**src/rtl/marian_fpga_rst_ctrl.sv**
```systemverilog
// Reset sequencer for the Marian FPGA prototype top.
// Combines the board reset button and the clock-generator lock into a staged
// reset release: peripherals first, then the core after a short delay. It
// also debounces the JTAG reset button and records why the system last reset.
//
// Ports:
//   clk_i          clock (clock-generator output)
//   rst_i          asynchronous active-high reset (board button)
//   pll_locked_i   clock-generator lock, asynchronous to clk_i
//   jtag_btn_i     JTAG reset button, active-high, asynchronous, bouncy
//   sw_rst_req_i   synchronous single-cycle software reset request
//   periph_rstn_o  active-low peripheral reset
//   core_rstn_o    active-low core/vector-unit reset
//   jtag_trstn_o   active-low JTAG TAP reset
//   sys_ready_o    high only while the sequencer is in RUN
//   rst_cause_o    00 power-on/button, 01 lock loss, 10 software
module marian_fpga_rst_ctrl #(
    parameter int unsigned SYNC_STAGES        = 2,
    parameter int unsigned HOLD_CYCLES        = 64,
    parameter int unsigned LOCK_STABLE_CYCLES = 1024,
    parameter int unsigned STAGE_DELAY        = 16,
    parameter int unsigned DEBOUNCE_CYCLES    = 4096
) (
    input  logic       clk_i,
    input  logic       rst_i,
    input  logic       pll_locked_i,
    input  logic       jtag_btn_i,
    input  logic       sw_rst_req_i,
    output logic       periph_rstn_o,
    output logic       core_rstn_o,
    output logic       jtag_trstn_o,
    output logic       sys_ready_o,
    output logic [1:0] rst_cause_o
);

    localparam int unsigned CNT_MAX_A = (HOLD_CYCLES > LOCK_STABLE_CYCLES) ? HOLD_CYCLES
                                                                           : LOCK_STABLE_CYCLES;
    localparam int unsigned CNT_MAX   = (CNT_MAX_A > STAGE_DELAY) ? CNT_MAX_A : STAGE_DELAY;
    localparam int unsigned CNT_W     = (CNT_MAX > 1) ? $clog2(CNT_MAX) : 1;
    localparam int unsigned DB_W      = (DEBOUNCE_CYCLES > 1) ? $clog2(DEBOUNCE_CYCLES) : 1;

    localparam logic [CNT_W-1:0] HOLD_LAST  = CNT_W'(HOLD_CYCLES - 1);
    localparam logic [CNT_W-1:0] LOCK_LAST  = CNT_W'(LOCK_STABLE_CYCLES - 1);
    localparam logic [CNT_W-1:0] STAGE_LAST = CNT_W'(STAGE_DELAY - 1);
    localparam logic [DB_W-1:0]  DB_LAST    = DB_W'(DEBOUNCE_CYCLES - 1);

    localparam logic [1:0] CAUSE_POR  = 2'b00;
    localparam logic [1:0] CAUSE_LOCK = 2'b01;
    localparam logic [1:0] CAUSE_SW   = 2'b10;

    typedef enum logic [1:0] {
        S_HOLD       = 2'd0,
        S_WAIT_LOCK  = 2'd1,
        S_REL_PERIPH = 2'd2,
        S_RUN        = 2'd3
    } state_t;

    // Input synchronisers
    logic [SYNC_STAGES-1:0] lock_sync;
    logic [SYNC_STAGES-1:0] btn_sync;
    logic                   locked_s;
    logic                   btn_s;

    always_ff @(posedge clk_i or posedge rst_i) begin
        if (rst_i) begin
            lock_sync <= '0;
            btn_sync  <= '0;
        end else begin
            lock_sync <= {lock_sync[SYNC_STAGES-2:0], pll_locked_i};
            btn_sync  <= {btn_sync[SYNC_STAGES-2:0], jtag_btn_i};
        end
    end

    assign locked_s = lock_sync[SYNC_STAGES-1];
    assign btn_s    = btn_sync[SYNC_STAGES-1];

    // JTAG button debounce; powers up as "pressed" so the TAP starts in reset
    logic            jtag_db;
    logic [DB_W-1:0] db_cnt;

    always_ff @(posedge clk_i or posedge rst_i) begin
        if (rst_i) begin
            jtag_db <= 1'b1;
            db_cnt  <= '0;
        end else if (btn_s != jtag_db) begin
            if (db_cnt == DB_LAST) begin
                jtag_db <= btn_s;
                db_cnt  <= '0;
            end else begin
                db_cnt  <= db_cnt + DB_W'(1);
            end
        end else begin
            db_cnt <= '0;
        end
    end

    // Sequencer state register
    state_t           state_q, state_d;
    logic [CNT_W-1:0] cnt_q, cnt_d;
    logic [1:0]       cause_d;
    logic             first_rel_q, first_rel_d;
    logic             periph_d, core_d, ready_d, trstn_d;

    always_ff @(posedge clk_i or posedge rst_i) begin
        if (rst_i) begin
            state_q       <= S_HOLD;
            cnt_q         <= '0;
            first_rel_q   <= 1'b0;
            rst_cause_o   <= CAUSE_POR;
            periph_rstn_o <= 1'b0;
            core_rstn_o   <= 1'b0;
            sys_ready_o   <= 1'b0;
            jtag_trstn_o  <= 1'b0;
        end else begin
            state_q       <= state_d;
            cnt_q         <= cnt_d;
            first_rel_q   <= first_rel_d;
            rst_cause_o   <= cause_d;
            periph_rstn_o <= periph_d;
            core_rstn_o   <= core_d;
            sys_ready_o   <= ready_d;
            jtag_trstn_o  <= trstn_d;
        end
    end

    // Next-state and registered-output logic; cnt is cleared on every state change
    always_comb begin
        state_d     = state_q;
        cnt_d       = cnt_q + CNT_W'(1);
        cause_d     = rst_cause_o;
        first_rel_d = first_rel_q;

        case (state_q)
            S_HOLD: begin
                if (cnt_q == HOLD_LAST) begin
                    state_d     = S_WAIT_LOCK;
                    cnt_d       = '0;
                    first_rel_d = 1'b1;
                end
            end
            S_WAIT_LOCK: begin
                // Any unlocked cycle restarts the stability count
                if (!locked_s) begin
                    cnt_d = '0;
                end else if (cnt_q == LOCK_LAST) begin
                    state_d = S_REL_PERIPH;
                    cnt_d   = '0;
                end
            end
            S_REL_PERIPH: begin
                if (!locked_s) begin
                    state_d = S_HOLD;
                    cnt_d   = '0;
                    cause_d = CAUSE_LOCK;
                end else if (cnt_q == STAGE_LAST) begin
                    state_d = S_RUN;
                    cnt_d   = '0;
                end
            end
            S_RUN: begin
                cnt_d = cnt_q;
                // Lock loss takes priority over a coincident software request
                if (!locked_s) begin
                    state_d = S_HOLD;
                    cnt_d   = '0;
                    cause_d = CAUSE_LOCK;
                end else if (sw_rst_req_i) begin
                    state_d = S_HOLD;
                    cnt_d   = '0;
                    cause_d = CAUSE_SW;
                end
            end
            default: begin
                state_d = S_HOLD;
                cnt_d   = '0;
            end
        endcase

        periph_d = (state_d == S_REL_PERIPH) || (state_d == S_RUN);
        core_d   = (state_d == S_RUN);
        ready_d  = (state_d == S_RUN);
        // TAP reset follows only the button once the first release has happened
        trstn_d  = first_rel_q & ~jtag_db;
    end

endmodule

```
**config.mk**
```make
export PLATFORM = sky130hd
export DESIGN_NAME = marian_fpga_rst_ctrl
export DESIGN_NICKNAME = d
export VERILOG_FILES = /design/src/rtl/marian_fpga_rst_ctrl.sv
export SDC_FILE = /design/constraint.sdc
export NUM_CORES = 1
export LEC_CHECK = 0
export ABC_AREA = 1
export ABC_CLOCK_PERIOD_IN_PS = 2500
export BUFFER_PORTS_ARGS = -buffer_cell sky130_fd_sc_hd__clkbuf_2
export CAP_MARGIN = 30
export CORE_MARGIN = 4
export CORE_UTILIZATION = 25
export CTS_CLUSTER_SIZE = 30
export DETAILED_ROUTE_END_ITERATION = 16
export PLACE_DENSITY = 0.39
export SLEW_MARGIN = 20
export SYNTH_ARGS = -nofsm -noshare
export SYNTH_HDL_FRONTEND = slang
export SYNTH_SLANG_ARGS = --single-unit
```
**constraint.sdc**
```tcl
create_clock -name clk_i -period 2.5 [get_ports clk_i]
set_input_delay 0.5 -clock clk_i [delete_from_list [all_inputs] [get_ports clk_i]]
set_output_delay 0.5 -clock clk_i [all_outputs]
set_load 0.05 [all_outputs]
```
======== Word-level counts from Yosys, hierarchy flattened ========
Index checks and enable logic that the tools add are counted.
storage, ports and cells
  word-level logic and storage cells ...... 55
  register bits ........................... 35
operators by class
  eq/ne operators ......................... 12
  reduce and logical (&&, ||, !) cells .... 6
  bitwise logic cells ..................... 2
  add/sub/neg operators ................... 2
  mux-type cells .......................... 22
operators with widths
  operator                 number
  $mux W10                 7
  $pmux W10 S4             1
  $mux W12                 2
  $mux W2                  10
  $add A12 B1 Y12 const B  1
  $eq A12 B12 Y1 const B   1
  $add A10 B1 Y10 const B  1
  $eq A10 B10 Y1 const B   1
  $eq A10 B4 Y1 const B    1
  $eq A10 B6 Y1 const B    1
  $eq A2 B2 Y1 const B     4
  $pmux W2 S4              1
  $pmux W2 S2              1
  $reduce_and A2 Y1        2
  $ne A3 B3 Y1 const B     1
  $reduce_and A3 Y1        1
  $eq A2 B1 Y1 const B     1
  $logic_not A2 Y1         1
  $ne A2 B2 Y1 const B     1
  $reduce_bool A2 Y1       1
  $and A1 B1 Y1            1
  $logic_or A1 B1 Y1       1
  $ne A1 B1 Y1             1
  $not A1 Y1               1

======== Longest topological paths before layout ========
  depth after elaboration ................. 6
  gate-level depth with buffers ........... 9

======== Worst setup path after synthesis ========
OpenSTA, ideal clock, no wires.
  path kind ............................... register to register
  start ................................... register, netlist name periph_rstn_o
  end ..................................... register cnt_q[6]
  setup time .............................. 0.117 ns
  arrival time ............................ 1.334 ns
  cell stages (with the launch flop) ...... 7
  period minus slack after synthesis ...... 1.450 ns
  slack ................................... 1.050 ns
  path through ............................ dfrtp_1 > nor2_1 > nand3_2 > nand2_1 > nor2_1 > nand2_1 > nand2_1
RTL lines
  what                  RTL line  text
  end signal, assigned  116       cnt_q <= cnt_d;
  end, declared         99        logic [CNT_W-1:0] cnt_q, cnt_d;

======== Worst setup path after layout ========
  start ................................... register cnt_q[0]
  end ..................................... register cnt_q[9]
between the ends
  longest elaborated chain between the ends .. 4
  elaborated cells between the ends (all ways) .. 10
  classes of those cells .................. add/sub: 1; eq/ne: 3; mux: 6
ends and longest elaborated chain
  what                                     RTL line  text
  $add A10 B1 Y10 (tied with other cells)  129       cnt_d = cnt_q + CNT_W'(1);
  $mux W10, on equally long branches       155, 145
  $mux W10, on equally long branches       151, 143
  $pmux W10 S4 (*)                         133       case (state_q)
Mark *: on every way between the ends. The rest lies on a longest branch, timed or not.
A chain may end at the register's enable or synchronous reset.

==> flow_summary.yaml <==
status:
  status: "completed"
sta:
  rsz0062_at_grt: "no"
  maxSlewHeadroom_pct: 69.0
  slew_violations: 0
  finClkSkew_ns: 0.00806
  tightest_slew_ns: 0.465
  setup_tns_ns: 0
  finalWorstSetupSlack_ns: 0.878
  finalHoldViolCount: 0
  fmax_mhz: 617
  setup_violations: 0
  fin_crit_ns: 1.62
  period_share_pct: 64.9
worst_setup_path:
  crit_path_top_delay_cell: "dfrtp_1"
  cp.arrival_ns: 1.81
  critical_path.max_fanout: 5
  critPathRequiredTime_ns: 2.69
  end_kind: "flop"
  crit_path_cell_trace: "ha_1 -> nand2_2 -> nor2_4 -> nand3_1 -> nand2_1 -> nand3_2 -> nand2_1 -> nand2_1"
  start_kind: "flop"
  slowest_delay_ns: 0.42
  crit_type: "reg2reg"
  cp_common_cell: "nand2_1"
clock_tree:
  postCtsSetupBuffers: 0
  post_cts_resized: 0
  cts-root-buf: "clkbuf_8"
  cts_tree: "done"
  htreeDepth: 2
  cts_inserted_buffers: 5
  cts_sinks: 34
  cts.path.max_buffers: 2
  path_clk_slew_ns: 0.08
  ctsHoldBuffers: 0
  clock_latency_ns: 0.29
placement:
  io_buffers: 10
  gp_congestion: 0.777
  pre_cts_slack_ns: 0.907
  dpl.cell_count: 344
  dpl.hpwl_um: 2900
route:
  wl_um: 4050
  viasPerCell: 4.30
  drt_iter0_drc: 95
  antenna_left: 0
  post_drt_wl_per_cell_um: 11.5
  num_vias: 1514
  dr.pass1.iters: 5
  drcViolationCount: 0
logic_synthesis:
  syn_inst: 235
  syn_area_um2: 1840
  yosysWarnings: 0
  ys_ff_latch: 34
  syn_avg_cell_area_um2: 7.83
  synth_seq_area_share_pct: 46.3
  synth_ff_type: "dfrtp_1"
  syn_nets: 242
  async_flop_share_pct: 100
  synth_edf_count: 0
  yosysUniqueCellTypes: 28
floorplanning:
  initial_utilization_pct: 25.5
  coreArea_um2: 7210
  io-pin-count: 11
  fp.dieW_um: 93.8
  fp-row-count: 31
  die_area_um2: 8800
  fp.dieH_um: 93.8
global_route:
  antenna_found_initial: 0
  grt_usage_pct: 10.4
  grt_pass1_vias: 1450
  grt_first_pass_wirelength_um: 6980
  grt_max_degree: 35
  gr-total-overflow: 0
power:
  pwr_density_cell_nw_per_um2: 525
  ir_drop_mv: 0.209
  p_leak_nw: 1.03
job:
  cap_violations: 0
finish:
  n_antenna_cell: 0
  final_cells: 352
  drive_gt1_share_pct: 13.4
  nNetsFinal: 259
  final_core_util_pct: 29.5
  syn2layout_area_growth_pct: 15.8
hold_path:
  hp-class: "in2async"
-- Yosys cell counts, drive strengths merged (2+ instances only) --
cell type,number,area [um^2]
nand2,68,260
nor2,36,160
dfrtp,33,826
inv,30,113
nand3,20,115
nand4,12,75.1
a21oi,6,30.0
o21ai,6,45.1
xor2,6,52.6
nor3,4,20.0
xnor2,3,26.3
buf,2,12.5
ha,2,25.0
nand3b,2,27.5
-- stage by stage --
step	hold WS [ns]	power (mW)	instance area [um^2]
global route	0.286	1.18	2130
CTS	0.306	1.14	2130
finish	0.280	1.12	2130
detailed placement	0.342	0.609	2020
floorplan	0.331	0.594	1840
global placement	0.354	0.609	2020
-- final timing paths --
check	end	startpoint	slack, ns	depth (start not counted)
hold reg to reg	btn_sync[1]	btn_sync[0]	0.37	0
max in group asynchronous	jtag_db	rst_i	1.87	3
setup reg to reg	cnt_q[9]	cnt_q[0]	0.88	8
hold / removal	db_cnt[1]	rst_i	0.28	3
min in group clk_i	btn_sync[0]	jtag_btn_i	0.31	1
setup / recovery	cnt_q[9]	cnt_q[0]	0.88	8
-- critical path: cells and delay by family, from the launching register on --
kind	cells	cell delay [ns]
adders and majority gates	1	0.26
DFF	1	0.42
and+or+nand+nor	7	0.84
-- per-layer routing --
metal | vias up | track usage [%] | wire length [um]
li1 | 780 | - | -
met1 | 695 | 14.2 | 2050
met2 | 31 | 14.7 | 1670
met3 | 8 | 4.09 | 251
met4 | 0 | 3.85 | 80
met5 | - | 0 | 0
-- logic make-up (layout without fill, tap and decap cells) --
family | after synthesis | in the layout | synth area share [%]
simple gates | 142 | 142 | 35.8
xor+xnor | 9 | 9 | 4.28
buf+inv | 33 | 51 | 7.00
fa+ha+maj | 2 | 2 | 1.36
compound gates | 15 | 15 | 5.30
flops | 34 | 34 | 46.3
-- power breakdown --
part,leakage (nW),internal (mW),switching [mW],total [mW]
clock,0.0504,0.297,0.226,0.523
combinational,0.540,0.0101,0.0240,0.0341
sequential,0.445,0.557,0.00518,0.562
total,1.03,0.863,0.255,1.12
-- final cells by class --
class	instances	area [um^2]
Inverter	31	116
Clock buffer	5	68.8
Multi-Input combinational cell	168	860
Clock inverter	3	45.0
Fill cell	801	5080
Timing Repair Buffer	12	65.1
Tap cell	99	124
Sequential cell	34	852
-- cells in the final DEF, fill, tap and decap left out, drive strengths merged --
| cell | instances |
|---|---|
| xnor2 | 3 |
| nand2 | 68 |
| o211ai | 1 |
| o22ai | 1 |
| buf | 2 |
| nor2 | 36 |
| bufinv | 1 |
| a21oi | 6 |
| nand3 | 20 |
| ha | 2 |
| nand4 | 12 |
| inv | 30 |
| dfstp | 1 |
| dfrtp | 33 |
| o2111ai | 1 |
| nor3 | 4 |
| clkbuf | 15 |
| o21ai | 6 |
| clkinvlp | 2 |
| clkinv | 1 |
| nand3b | 2 |
| xor2 | 6 |
-- registers in the layout (all words and copies together), names as in the netlist --
register	cells
db_cnt	12
cnt_q	10
btn_sync	2
lock_sync	2
rst_cause_o	2
first_rel_q	1
jtag_db	1
jtag_trstn_o	1
periph_rstn_o	1
state_q	1
sys_ready_o	1
Power figures use the tool's default switching activity.
